**config.mk**
```make
export PLATFORM = sky130hd
export DESIGN_NAME = elevator_scheduler
export DESIGN_NICKNAME = d
export VERILOG_FILES = /design/src/rtl/elevator_pkg.sv /design/src/rtl/elevator_scheduler_timer.sv /design/src/rtl/elevator_scheduler.sv
export SDC_FILE = /design/constraint.sdc
export NUM_CORES = 1
export LEC_CHECK = 0
export BUFFER_PORTS_ARGS = -buffer_cell sky130_fd_sc_hd__buf_2
export CORE_UTILIZATION = 55
export CTS_BUF_LIST = sky130_fd_sc_hd__clkbuf_8
export CTS_CLUSTER_DIAMETER = 40
export CTS_CLUSTER_SIZE = 14
export DETAILED_ROUTE_END_ITERATION = 12
export PLACE_DENSITY = 0.79
export SYNTH_ARGS = -nofsm -noshare
export SYNTH_HDL_FRONTEND = slang
export SYNTH_SLANG_ARGS = --single-unit
```
**constraint.sdc**
```tcl
create_clock -name clk -period 5.39 [get_ports clk]
set_clock_uncertainty 0.15 [all_clocks]
set_input_delay 0.2695 -clock clk [delete_from_list [all_inputs] [get_ports clk]]
set_output_delay 0.2695 -clock clk [all_outputs]
set_load 0.02 [all_outputs]
```
**src/rtl/elevator_pkg.sv**
```systemverilog
// Shared definitions for the single-car SCAN elevator scheduler.
// Contents: controller state enum, floor count/width constants, wr_data
// field positions, and helpers that build the above/below call masks and
// the register-file clear word.
package elevator_pkg;

  localparam int unsigned NUM_FLOORS = 8;
  localparam int unsigned FLOOR_W    = 3;

  // wr_data layout: {call, dir, floor[2:0]}
  localparam int unsigned WR_DATA_W = 5;
  localparam int unsigned CALL_BIT  = 4;
  localparam int unsigned DIR_BIT   = 3;
  localparam int unsigned FLOOR_LSB = 0;

  localparam logic [FLOOR_W-1:0] TOP_FLOOR = FLOOR_W'(NUM_FLOORS - 1);

  typedef enum logic [2:0] {
    IDLE,
    MOVE_UP,
    MOVE_DOWN,
    ARRIVE,
    SERVE,
    DOOR
  } state_t;

  // Bit i set for every floor strictly above 'floor'.
  function automatic logic [NUM_FLOORS-1:0] above_mask(input logic [FLOOR_W-1:0] floor);
    logic [NUM_FLOORS-1:0] m;
    m = '0;
    for (int unsigned i = 0; i < NUM_FLOORS; i++) begin
      m[i] = (i > 32'(floor));
    end
    return m;
  endfunction

  // Bit i set for every floor strictly below 'floor'.
  function automatic logic [NUM_FLOORS-1:0] below_mask(input logic [FLOOR_W-1:0] floor);
    logic [NUM_FLOORS-1:0] m;
    m = '0;
    for (int unsigned i = 0; i < NUM_FLOORS; i++) begin
      m[i] = (i < 32'(floor));
    end
    return m;
  endfunction

  // Register-file word that clears the call at 'floor'.
  function automatic logic [WR_DATA_W-1:0] clear_word(input logic [FLOOR_W-1:0] floor);
    logic [WR_DATA_W-1:0] w;
    w                        = '0;
    w[CALL_BIT]              = 1'b0;
    w[DIR_BIT]               = 1'b0;
    w[FLOOR_LSB +: FLOOR_W]  = floor;
    return w;
  endfunction

endpackage

```
**src/rtl/elevator_scheduler_timer.sv**
```systemverilog
// elev_timer: loadable down-counter shared by travel and door dwell timing.
// Ports:
//   clk, reset  - clock, synchronous active-high reset (count -> 0)
//   load        - load load_value at the next edge (wins over counting)
//   load_value  - value to load
//   zero        - count is zero
// The counter holds at zero once it gets there.
module elev_timer #(
  parameter int unsigned WIDTH = 5
) (
  input  logic             clk,
  input  logic             reset,
  input  logic             load,
  input  logic [WIDTH-1:0] load_value,
  output logic             zero
);

  logic [WIDTH-1:0] count;

  always_ff @(posedge clk) begin
    if (reset) begin
      count <= '0;
    end else if (load) begin
      count <= load_value;
    end else if (count != '0) begin
      count <= count - WIDTH'(1);
    end
  end

  assign zero = (count == '0);

endmodule

```
**src/rtl/elevator_scheduler.sv**
```systemverilog
// elevator_scheduler: single-car SCAN controller. Reads the per-floor call
// bits, picks a travel direction, steps the car floor by floor, opens the
// door for a fixed dwell and clears each served call in the register file.
// Ports:
//   clk, reset   - clock, synchronous active-high reset
//   call_mask    - pending call per floor (bit i = floor i)
//   wr_en        - one-cycle register-file write strobe (SERVE only)
//   wr_regnum    - floor register being written
//   wr_data      - {call, dir, floor}; always the clear word here
//   cur_floor    - floor the car is at / last passed
//   motor_up/motor_down - drive car up / down (never both)
//   door_open    - door open
//   dir_up       - current scan direction, 1 = up
//   busy         - controller not idle
module elevator_scheduler
  import elevator_pkg::*;
#(
  parameter int unsigned TRAVEL_CYCLES = 16,
  parameter int unsigned DOOR_CYCLES   = 32
) (
  input  logic                  clk,
  input  logic                  reset,
  input  logic [NUM_FLOORS-1:0] call_mask,
  output logic                  wr_en,
  output logic [FLOOR_W-1:0]    wr_regnum,
  output logic [WR_DATA_W-1:0]  wr_data,
  output logic [FLOOR_W-1:0]    cur_floor,
  output logic                  motor_up,
  output logic                  motor_down,
  output logic                  door_open,
  output logic                  dir_up,
  output logic                  busy
);

  localparam int unsigned MAX_CYCLES = (TRAVEL_CYCLES > DOOR_CYCLES) ? TRAVEL_CYCLES : DOOR_CYCLES;
  localparam int unsigned TIMER_W    = (MAX_CYCLES > 1) ? $clog2(MAX_CYCLES) : 1;

  state_t               state;
  state_t               decision;
  logic                 above;
  logic                 below;
  logic                 timer_load;
  logic [TIMER_W-1:0]   timer_value;
  logic                 timer_zero;

  // SCAN decision shared by IDLE and ARRIVE: serve here, keep direction if
  // calls remain ahead, otherwise reverse.
  always_comb begin
    above    = |(call_mask & above_mask(cur_floor));
    below    = |(call_mask & below_mask(cur_floor));
    decision = IDLE;
    if (call_mask[cur_floor])  decision = SERVE;
    else if (dir_up && above)  decision = MOVE_UP;
    else if (!dir_up && below) decision = MOVE_DOWN;
    else if (above)            decision = MOVE_UP;
    else if (below)            decision = MOVE_DOWN;
  end

  // The timer is loaded on the edge that enters MOVE_* or DOOR, so its
  // load strobe is derived from the current state and the pending decision.
  always_comb begin
    timer_load  = 1'b0;
    timer_value = '0;
    case (state)
      IDLE, ARRIVE: begin
        if (decision == MOVE_UP || decision == MOVE_DOWN) begin
          timer_load  = 1'b1;
          timer_value = TIMER_W'(TRAVEL_CYCLES - 1);
        end
      end
      SERVE: begin
        timer_load  = 1'b1;
        timer_value = TIMER_W'(DOOR_CYCLES - 1);
      end
      default: ;
    endcase
  end

  elev_timer #(.WIDTH(TIMER_W)) u_timer (
    .clk        (clk),
    .reset      (reset),
    .load       (timer_load),
    .load_value (timer_value),
    .zero       (timer_zero)
  );

  // Outputs are registered as a function of the state being entered.
  always_ff @(posedge clk) begin
    if (reset) begin
      state      <= IDLE;
      cur_floor  <= '0;
      dir_up     <= 1'b1;
      motor_up   <= 1'b0;
      motor_down <= 1'b0;
      door_open  <= 1'b0;
      wr_en      <= 1'b0;
      wr_regnum  <= '0;
      wr_data    <= '0;
    end else begin
      wr_en <= 1'b0;
      case (state)
        IDLE, ARRIVE: begin
          assert (!(decision == MOVE_UP && cur_floor == TOP_FLOOR));
          assert (!(decision == MOVE_DOWN && cur_floor == '0));
          state      <= decision;
          motor_up   <= (decision == MOVE_UP);
          motor_down <= (decision == MOVE_DOWN);
          door_open  <= 1'b0;
          if (decision == MOVE_UP)   dir_up <= 1'b1;
          if (decision == MOVE_DOWN) dir_up <= 1'b0;
          if (decision == SERVE) begin
            wr_en     <= 1'b1;
            wr_regnum <= cur_floor;
            wr_data   <= clear_word(cur_floor);
          end
        end
        MOVE_UP: begin
          if (timer_zero) begin
            if (cur_floor != TOP_FLOOR) cur_floor <= cur_floor + FLOOR_W'(1);
            motor_up <= 1'b0;
            state    <= ARRIVE;
          end
        end
        MOVE_DOWN: begin
          if (timer_zero) begin
            if (cur_floor != '0) cur_floor <= cur_floor - FLOOR_W'(1);
            motor_down <= 1'b0;
            state      <= ARRIVE;
          end
        end
        SERVE: begin
          door_open <= 1'b1;
          state     <= DOOR;
        end
        DOOR: begin
          // A fresh call here re-serves with the door held open; the dwell
          // restarts when SERVE reloads the timer.
          if (call_mask[cur_floor]) begin
            state     <= SERVE;
            wr_en     <= 1'b1;
            wr_regnum <= cur_floor;
            wr_data   <= clear_word(cur_floor);
          end else if (timer_zero) begin
            state     <= IDLE;
            door_open <= 1'b0;
          end
        end
        default: state <= IDLE;
      endcase
      assert (!(motor_up && motor_down));
    end
  end

  assign busy = (state != IDLE);

endmodule

```
==> run_results.csv <==
group,metric,value,unit
run_status,status,"finished clean",
die,io_pins,27,
detailed_routing,drtIter0Drc,49,
die,die_h,53.1,um
die,core-area,0.00248,mm2
detailed_routing,routed_wl,3320,um
synthesis,netlist_instances,176,
power_and_ir_drop,power,0.678,mW
cts,cts_buffer_depth,2,
layout,final_cells,220,
detailed_routing,wire_per_inst,15.1,um
synthesis,syn_area,0.00144,mm2
global_routing,grt_use_total,0.264,
layout,multiInputGateArea,932,um2
critical_path,rr_worst_depth,8,
detailed_routing,vias_per_cell,6.05,
critical_path,slowest_stage,"dfxtp_1",
cts,numCtsBuffers,3,
place,place_congestion,0.884,
layout,syn2layout_area_growth,8.02,%
worst_hold_path,hp-class,"input pin to flip-flop",
synthesis,synth_compound_area_frac,0.225,
detailed_routing,antenna_left,0,
timing,max-slew-margin-rel,0.524,
critical_path,crit_fanout,14,
layout,antenna_cells,0,
layout,mostFrequentLayoutCells,"buf_2, dfxtp_1, nand2_1",
cts,path_clk_slew,0.08,ns
timing,fmaxAchievable,358,MHz
timing,drv_slew,0,
synthesis,synthAdderAreaFrac,0.0697,
layout,layout-drive-gt1-share,0.226,
synthesis,synth.largest_area_cell,"dfxtp_1",
synthesis,ys_ff_latch,19,
cts,cts_hold_buf,0,
worst_hold_path,whs_endpoint,"cur_floor[0]",
cts,cts.sinks,19,
die,initial_core_util,0.579,
synthesis,synth_top_family_by_area,"simple AND/OR/NAND/NOR gates",
layout,fin_util,0.626,
die,rows,18,
synthesis,synth_flop_cell,"dfxtp_1",
synthesis,netlist.area_leader.share,0.265,
global_routing,grt_max_degree,20,
synthesis,post_synth_num_cell_types,54,
layout,layout_commonest_cell,"buf_2",
cts,cts_setup_buffers,0,
global_routing,grt.overflow.total,0,
die,fp.dieW,53.1,um
layout,fillers,220,
timing,fin_setup_tns,0,ns
worst_hold_path,hold_path_depth,2,
critical_path,reg2reg_slack,2.60,ns
cts,htree_levels,1,
layout,fin_area,0.00155,mm2
cts,clock_latency,0.26,ns
synthesis,synth_area_per_cell,8.15,um2
place,dpl.cell_count,216,
global_routing,antenna_found_initial,0,
detailed_routing,drc,0,
synthesis,synth.area.mux_share,0.0593,
critical_path,crit_required,5.42,ns
critical_path,critPathKind,"flip-flop to flip-flop",
critical_path,critPathTopFamily,"compound AO/OA/AOI/OAI gates",
critical_path,startpoint_type,"flip-flop",
power_and_ir_drop,powerDensity,437,mW/mm2
power_and_ir_drop,p_leak,0.661,nW
detailed_routing,dr.pass1.iters,4,
worst_hold_path,hp-start,"reset",
synthesis,synth_xor_area_frac,0.0305,
global_routing,grt_first_pass_wirelength,5450,um
cts,root_buffer,"clkbuf_8",
place,dpl_cell_area,0.00150,mm2
place,dp_hpwl,2390,um
cts,cts_tree,"done",
critical_path,rr_endpoint,"state[0]",
synthesis,synth_seq_area_share,0.265,
synthesis,ys_async_sr_fraction,0,
timing,worstMarginPinSlew,0.712,ns
critical_path,cpPeakStageDelay,0.65,ns
critical_path,cp-end-kind,"flip-flop",
global_routing,grt_pass1_vias,1258,
layout,fin_nets,209,
flow_run,maxCapViolations,0,
critical_path,crit_buf_inv,1,
synthesis,synth_simple_gate_area_frac,0.260,
layout,regArea,380,um2
critical_path,path_cells,"inv_1, ha_1, or3b_1, a221oi_1, a2111oi_2, and3b_1, o21ai_1, a221oi_2",
timing,fin_crit_sh,0.518,
timing,hold_violations,0,
timing,rsz0062_at_grt,"false",
synthesis,synth_top_cells_by_area,"dfxtp_1, ha_1, nor2b_1, nand2_1, nor2_1",
critical_path,worstPathArrival,2.82,ns
synthesis,synth_edf_count,0,
cts,post_cts_resized,0,
die,die-area,0.00282,mm2
timing,finalWorstPathRequiredPeriod,2.79,ns
detailed_routing,dr_total_vias,1330,
timing,setup_viol,0,
power_and_ir_drop,ir_drop,300,uV
critical_path,r2r-start,"cur_floor[0]",
place,numPortBuffers,24,
synthesis,yosysWarnings,0,
worst max path at each step:
stage	from	to	depth (start not counted)
floorplan	cur_floor[0]	state[0]	9
global placement	cur_floor[0]	state[0]	8
detailed placement	cur_floor[0]	state[0]	8
CTS	cur_floor[0]	state[0]	8
global route	cur_floor[0]	state[0]	8
finish	cur_floor[0]	state[0]	8
cell families after synthesis:
group | count (synthesis)
AND/OR/NAND/NOR | 68
AO/OA/AOI/OAI | 44
buffers and inverters | 24
flip-flops | 19
adder cells (fa/ha/maj) | 8
multiplexers | 7
XOR/XNOR | 5
other | 1
registers in the layout, indices dropped and copies added, names as in the netlist:
| name | flops |
|---|---|
| cur_floor | 3 |
| motor_down | 1 |
| door_open | 1 |
| wr_regnum | 3 |
| dir_up | 1 |
| wr_en | 1 |
| u_timer.count | 5 |
| motor_up | 1 |
| state | 3 |
cell usage after synthesis (4+ instances only):
cell type,count
dfxtp_1,19
nand2_1,16
nor2_1,15
a21oi_1,11
nor2b_1,10
inv_1,9
ha_1,8
nand2b_1,6
a31oi_1,5
buf_4,5
clkbuf_1,5
mux2i_1,4
where the power goes:
part | total (mW) | switching, mW | internal, mW
Clock | 0.102 | 0.0507 | 0.0515
Combinational | 0.336 | 0.197 | 0.139
Sequential | 0.239 | 0.0615 | 0.178
Total | 0.678 | 0.309 | 0.368
final cells by class:
type | instances | share of cell area
Timing Repair Buffer | 24 | 0.0775
Sequential cell | 19 | 0.245
Inverter | 9 | 0.0218
Clock inverter | 1 | 0.00323
Multi-Input combinational cell | 134 | 0.601
Tap cell | 30 | 0.0242
Clock buffer | 3 | 0.0266
per-layer routing:
layer / GRT usage / share of wire / vias to the layer above
met5: 0 / 0 / -
met4: 0.105 / 0.0096 / 0
met3: 0.0517 / 0.068 / 5
met2: 0.454 / 0.49 / 59
met1: 0.318 / 0.43 / 620
li1: - / - / 646
worst reg2reg max path: stages, from the launching register on:
cell and delay, ns:
dfxtp_1 0.65, inv_1 0.20, ha_1 0.29, or3b_1 0.36, a221oi_1 0.36, a2111oi_2 0.12
and3b_1 0.25, o21ai_1 0.10, a221oi_2 0.23
per-stage QoR:
stage               setup slack [ns]  hold slack, ns
global route                    2.44           0.250
CTS                             2.62           0.237
detailed placement              2.69           0.326
global placement                2.79           0.332
floorplan                       2.83           0.398
finish                          2.60           0.236
Note: power is estimated with default switching activity, not from simulation.
